[src/rtl/smc_timing_counter.sv]
// smc_timing_counter
// Timing counter stage feeding the SMC state machine. Captures the per-access
// timing configuration on each accepted access and runs the chip-select
// leading-edge, wait-state and chip-select trailing-edge countdowns. The
// counters re-arm from the stored configuration at the end of each
// sub-access so that multiple accesses repeat the same timing.
module smc_timing_counter #(
   parameter int WS_W   = 8,
   parameter int EDGE_W = 2
) (
   input  logic              sys_clk1,
   input  logic              n_sys_reset1,
   input  logic              valid_access,
   input  logic              le_enable,
   input  logic              ws_enable,
   input  logic              cste_enable,
   input  logic              smc_done,
   input  logic [EDGE_W-1:0] cfg_csle,
   input  logic [WS_W-1:0]   cfg_ws,
   input  logic [EDGE_W-1:0] cfg_cste,
   input  logic [EDGE_W-1:0] cfg_oete,
   output logic [EDGE_W-1:0] r_csle_count,
   output logic [WS_W-1:0]   r_ws_count,
   output logic [EDGE_W-1:0] r_cste_count,
   output logic [EDGE_W-1:0] r_csle_store,
   output logic [EDGE_W-1:0] r_oete_store,
   output logic              counters_idle
);

   // Next value of an edge-width counter: load beats decrement, decrement
   // beats reload, and the decrement saturates at zero instead of wrapping.
   function automatic logic [EDGE_W-1:0] edge_next(
      input logic [EDGE_W-1:0] cnt,
      input logic [EDGE_W-1:0] cfg,
      input logic [EDGE_W-1:0] store,
      input logic              load,
      input logic              en,
      input logic              done
   );
      logic [EDGE_W-1:0] nxt;
      if (load) begin
         nxt = cfg;
      end else if (en) begin
         if (cnt != {EDGE_W{1'b0}}) begin
            nxt = cnt - EDGE_W'(1);
         end else begin
            nxt = {EDGE_W{1'b0}};
         end
      end else if (done) begin
         nxt = store;
      end else begin
         nxt = cnt;
      end
      return nxt;
   endfunction

   // Same priority rules for the wider wait-state counter.
   function automatic logic [WS_W-1:0] ws_next(
      input logic [WS_W-1:0] cnt,
      input logic [WS_W-1:0] cfg,
      input logic [WS_W-1:0] store,
      input logic            load,
      input logic            en,
      input logic            done
   );
      logic [WS_W-1:0] nxt;
      if (load) begin
         nxt = cfg;
      end else if (en) begin
         if (cnt != {WS_W{1'b0}}) begin
            nxt = cnt - WS_W'(1);
         end else begin
            nxt = {WS_W{1'b0}};
         end
      end else if (done) begin
         nxt = store;
      end else begin
         nxt = cnt;
      end
      return nxt;
   endfunction

   logic [EDGE_W-1:0] csle_count_q, csle_count_d;
   logic [WS_W-1:0]   ws_count_q,   ws_count_d;
   logic [EDGE_W-1:0] cste_count_q, cste_count_d;
   logic [EDGE_W-1:0] csle_store_q, csle_store_d;
   logic [WS_W-1:0]   ws_store_q,   ws_store_d;
   logic [EDGE_W-1:0] cste_store_q, cste_store_d;
   logic [EDGE_W-1:0] oete_store_q, oete_store_d;

   // Capture configuration on an accepted access; otherwise hold it.
   always_comb begin
      csle_store_d = csle_store_q;
      ws_store_d   = ws_store_q;
      cste_store_d = cste_store_q;
      oete_store_d = oete_store_q;
      if (valid_access) begin
         csle_store_d = cfg_csle;
         ws_store_d   = cfg_ws;
         cste_store_d = cfg_cste;
         oete_store_d = cfg_oete;
      end else begin
         csle_store_d = csle_store_q;
         ws_store_d   = ws_store_q;
         cste_store_d = cste_store_q;
         oete_store_d = oete_store_q;
      end
   end

   // Countdown next-state; load uses cfg directly so it is visible next cycle.
   always_comb begin
      csle_count_d = edge_next(csle_count_q, cfg_csle, csle_store_q,
                               valid_access, le_enable, smc_done);
      ws_count_d   = ws_next(ws_count_q, cfg_ws, ws_store_q,
                             valid_access, ws_enable, smc_done);
      cste_count_d = edge_next(cste_count_q, cfg_cste, cste_store_q,
                               valid_access, cste_enable, smc_done);
   end

   // State registers, cleared asynchronously by the system reset.
   always_ff @(posedge sys_clk1 or negedge n_sys_reset1) begin
      if (!n_sys_reset1) begin
         csle_count_q <= {EDGE_W{1'b0}};
         ws_count_q   <= {WS_W{1'b0}};
         cste_count_q <= {EDGE_W{1'b0}};
         csle_store_q <= {EDGE_W{1'b0}};
         ws_store_q   <= {WS_W{1'b0}};
         cste_store_q <= {EDGE_W{1'b0}};
         oete_store_q <= {EDGE_W{1'b0}};
      end else begin
         csle_count_q <= csle_count_d;
         ws_count_q   <= ws_count_d;
         cste_count_q <= cste_count_d;
         csle_store_q <= csle_store_d;
         ws_store_q   <= ws_store_d;
         cste_store_q <= cste_store_d;
         oete_store_q <= oete_store_d;
      end
   end

   assign r_csle_count  = csle_count_q;
   assign r_ws_count    = ws_count_q;
   assign r_cste_count  = cste_count_q;
   assign r_csle_store  = csle_store_q;
   assign r_oete_store  = oete_store_q;
   assign counters_idle = (csle_count_q == {EDGE_W{1'b0}}) &&
                          (ws_count_q   == {WS_W{1'b0}})   &&
                          (cste_count_q == {EDGE_W{1'b0}});

endmodule

[config.mk]
export PLATFORM = sky130hd
export DESIGN_NAME = smc_timing_counter
export DESIGN_NICKNAME = d
export VERILOG_FILES = /design/src/rtl/smc_timing_counter.sv
export SDC_FILE = /design/constraint.sdc
export NUM_CORES = 1
export LEC_CHECK = 0
export ABC_AREA = 1
export BUFFER_PORTS_ARGS = -buffer_cell sky130_fd_sc_hd__buf_2
export CORE_ASPECT_RATIO = 0.6
export CORE_UTILIZATION = 25
export CTS_CLUSTER_DIAMETER = 60
export DETAILED_ROUTE_END_ITERATION = 12
export GPL_TIMING_DRIVEN = 0
export MAX_ROUTING_LAYER = met4
export PLACE_DENSITY = 0.41
export SLEW_MARGIN = 25
export SYNTH_ARGS = -nofsm -noshare
export SYNTH_HDL_FRONTEND = slang
export SYNTH_SLANG_ARGS = --single-unit
export TNS_END_PERCENT = 1
[constraint.sdc]
create_clock -name sys_clk1 -period 1.8 [get_ports sys_clk1]
set_clock_uncertainty 0.15 [all_clocks]
set_input_delay 0.18 -clock sys_clk1 [delete_from_list [all_inputs] [get_ports sys_clk1]]
set_output_delay 0.18 -clock sys_clk1 [all_outputs]
set_load 0.01 [all_outputs]
==> results.sh <==
export IMPL_clock_sinks=26
export IMPL_synth_cell_types=23
export IMPL_globalRouteOverflowTotal=0
export IMPL_gp_congestion=0.7313
export IMPL_antenna_found_initial=0
export IMPL_power_switching_share_pct=30.30
export IMPL_die_height_um=60.33
export IMPL_max_freq_mhz=576.8
export IMPL_ant_nets=0
export IMPL_clkTransAtPathRegs_ns=0.10
export IMPL_timing_reg2reg_setup_slack_ns=0.23
export IMPL_total_number_of_h_tree_levels=1
export IMPL_hold_depth=3
export IMPL_max_slew_violation_total_from_the_final_report=0
export IMPL_route_final_wire_length_um=3883
export IMPL_crit_reg2reg_launch="r_ws_count[0]"
export IMPL_final_net_count=268
export IMPL_clkLatencyLatePin_ns=0.28
export IMPL_post_layout_total_power_uw=1636
export IMPL_detailedPlacementHpwl_um=2657
export IMPL_cts_buffers=3
export IMPL_die_w_um=99.22
export IMPL_grt_total_usage_pct=14.51
export IMPL_timing_critical_path_fanout_max=2
export IMPL_portBuffers=36
export IMPL_cellInternalPower_uw=1140
export IMPL_final_hold_viol_count=0
export IMPL_vias=1349
export IMPL_synthDominantAreaCellType="sky130_fd_sc_hd__dfrtp_1"
export IMPL_critPathCaptureType="output pin"
export IMPL_num_io_pins=38
export IMPL_cp_start_kind="flop"
export IMPL_die_area_sq_um=5986
export IMPL_first_global_vias=1235
export IMPL_placement_rows=20
export IMPL_critical_path_arrival_ns=1.40
export IMPL_seq_power_share_pct=42.6
export IMPL_clock_tree_root_cell="sky130_fd_sc_hd__clkbuf_8"
export IMPL_run_status="completed"
export IMPL_drtIter0Drc=60
export IMPL_cts_path_max_buffers=2
export IMPL_worst_min_delay_path_startpoint="cfg_ws[5]"
export IMPL_routed_via_density=4.352
export IMPL_layout_min_cycle_time_ns=1.734
export IMPL_r2r_path_end="r_ws_count[6]"
export IMPL_yosys_warnings=0
export IMPL_cp_required_ns=1.47
export IMPL_syn_cell_area_sq_um=1418
export IMPL_synth_fp_nets=208
export IMPL_syn_avg_cell_area_sq_um=7.663
export IMPL_largest_net_degree_at_the_start_of_global_routing=27
export IMPL_drc_errors=0
export IMPL_whs_endpoint="ws_store_q[5]"
export IMPL_layout_drive_gt1_share_pct=29.51
export IMPL_grt_pass1_wl_um=6320
export IMPL_yosys_top_cells_area="sky130_fd_sc_hd__dfrtp_1 (46%), sky130_fd_sc_hd__nand2_1 (16%), sky130_fd_sc_hd__inv_1 (6.1%), sky130_fd_sc_hd__a21oi_1 (4.9%), sky130_fd_sc_hd__nor2_1 (4.5%)"
export IMPL_seq_total_area_yosys_pct=45.90
export IMPL_grt_setup_unrepaired="no"
export IMPL_timing_worst_slew_pin_value_ns=0.6131
export IMPL_cts_tree="yes"
export IMPL_vdd_ir_drop_worst_uv=291.9
export IMPL_first_pass_iters=4
export IMPL_n_antenna_cell=0
export IMPL_synth_seq_cells=26
export IMPL_clockPowerShare_pct=30.3
export IMPL_min_path_type="in2reg"
export IMPL_flow_area_growth_from_synthesis_pct=38.84
export IMPL_r2r_worst_path_cells=8
export IMPL_setup_viol=0
export IMPL_power_switching_uw=495.5
export IMPL_postSynthCellCount=185
export IMPL_floorplan_core_area_sq_um=5255
export IMPL_slew_margin_rel_pct=59.13
export IMPL_p_per_area_nw_per_um2=831.1
export IMPL_portion_of_synthesized_cell_area_occupied_by_the_leading_cell_type_pct=45.90
export IMPL_min_period_over_period_pct=96.31
export IMPL_wire_per_inst_um=12.53
export IMPL_setup_worst_path_class="reg2out"
export IMPL_maxCapViolations=0
export IMPL_final_setup_tns_ns=0
export IMPL_power_static_leakage_uw=0.001034
export IMPL_most_frequent_cells_in_the_layout="sky130_fd_sc_hd__nand2_1 (61), sky130_fd_sc_hd__buf_2 (35), sky130_fd_sc_hd__dfrtp_1 (24)"
export IMPL_starting_density_of_the_core_pct=26.98
export IMPL_most_common_library_cell_in_the_layout_ignoring_fill_and_taps="sky130_fd_sc_hd__nand2_1"
export IMPL_pwr_share_comb_pct=27.1
## metal layers
layer | GRT usage [%] | vias up | share of wire (%)
li1 | - | 705 | -
met1 | 21.74 | 605 | 55
met2 | 19.74 | 37 | 39
met3 | 2.995 | 2 | 5.2
met4 | 3.151 | 0 | 0.70
met5 | - | - | 0
## worst max-delay path: stages (launching register included)
cell and delay, ns:
sky130_fd_sc_hd__dfrtp_1 0.40, sky130_fd_sc_hd__inv_2 0.10, sky130_fd_sc_hd__ha_4 0.14, sky130_fd_sc_hd__nand3_4 0.07, sky130_fd_sc_hd__nor2_4 0.13, sky130_fd_sc_hd__and3_4 0.18
sky130_fd_sc_hd__buf_6 0.10
## cell usage after synthesis (all sizes together)
cell type and count:
nor3 3, buf 5, nand2 63, nor2 20
a22oi 4, nand3 8, a21oi 14, o21ai 11
dfrtp 26, and3 1, ha 2, xnor2 1
nand4 3, inv 24
## cell type report
class / instances / area (sq um)
fill: 565 / 3287
multi-input combinational: 130 / 665.6
sequential: 26 / 653.1
timing repair buffer: 55 / 356.6
inverter: 24 / 90.09
tap: 66 / 82.58
buffer: 5 / 48.80
clock buffer: 3 / 41.29
clock inverter: 1 / 30.03
## how the worst max path moves through the flow
stage	slack (ns)	to	startpoint	cells after the start
6_report	0.07	counters_idle	r_ws_count[0]	6
5_1_grt	0.004	counters_idle	r_ws_count[0]	6
4_1_cts	0.002	counters_idle	r_ws_count[4]	5
3_5_place_dp	0.14	counters_idle	r_ws_count[0]	6
3_3_place_gp	0.11	counters_idle	r_ws_count[0]	6
2_1_floorplan	0.33	counters_idle	r_ws_count[0]	5
## through the flow
stage	hold WS [ns]	util [%]	area, sq um	setup slack, ns	instances
final	0.003579	37.45	1968	0.06636	310
after floorplan	-0.2656	-	1418	0.3329	185
after global placement	0.09148	31.98	1680	0.1142	287
after global routing	0.02212	37.45	1968	0.003815	310
after detailed placement	0.08974	31.98	1680	0.1391	287
after CTS	0.002990	36.74	1931	0.001816	306
## state kept, by name, indices dropped and copies added, names as in the netlist
register      count
r_ws_count        8
ws_store_q        8
cste_store_q      2
r_csle_count      2
r_csle_store      2
r_cste_count      2
r_oete_store      2
## kinds of logic after synthesis
family,Yosys count,synth area share (%)
AOI/OAI and AO/OA,29,12.36
xor gates and xnor gates,1,0.6179
adders and majority gates,2,1.765
buffers and inverters,29,9.796
DFF,26,45.90
and+or+nand+nor,98,29.57
## power groups by stage
stage / combinational, uW / clock, uW / sequential, uW
global placement: 358 / 0 / 715
floorplan: 204 / 0 / 724
detailed placement: 355 / 0 / 713
global route: 503 / 534 / 708
CTS: 418 / 521 / 700
finish: 443 / 495 / 698
## what timing repair did
action                                 4_1_cts  5_1_grt
hold buffers                                11        0
pin swaps                                    2        3
endpoints found under the hold margin       36        0
setup buffers                                4        4
gates resized for setup                     11        1
setup endpoints to repair                    1        1
cloned                                       0        0
(Power assumes the default switching activity.)
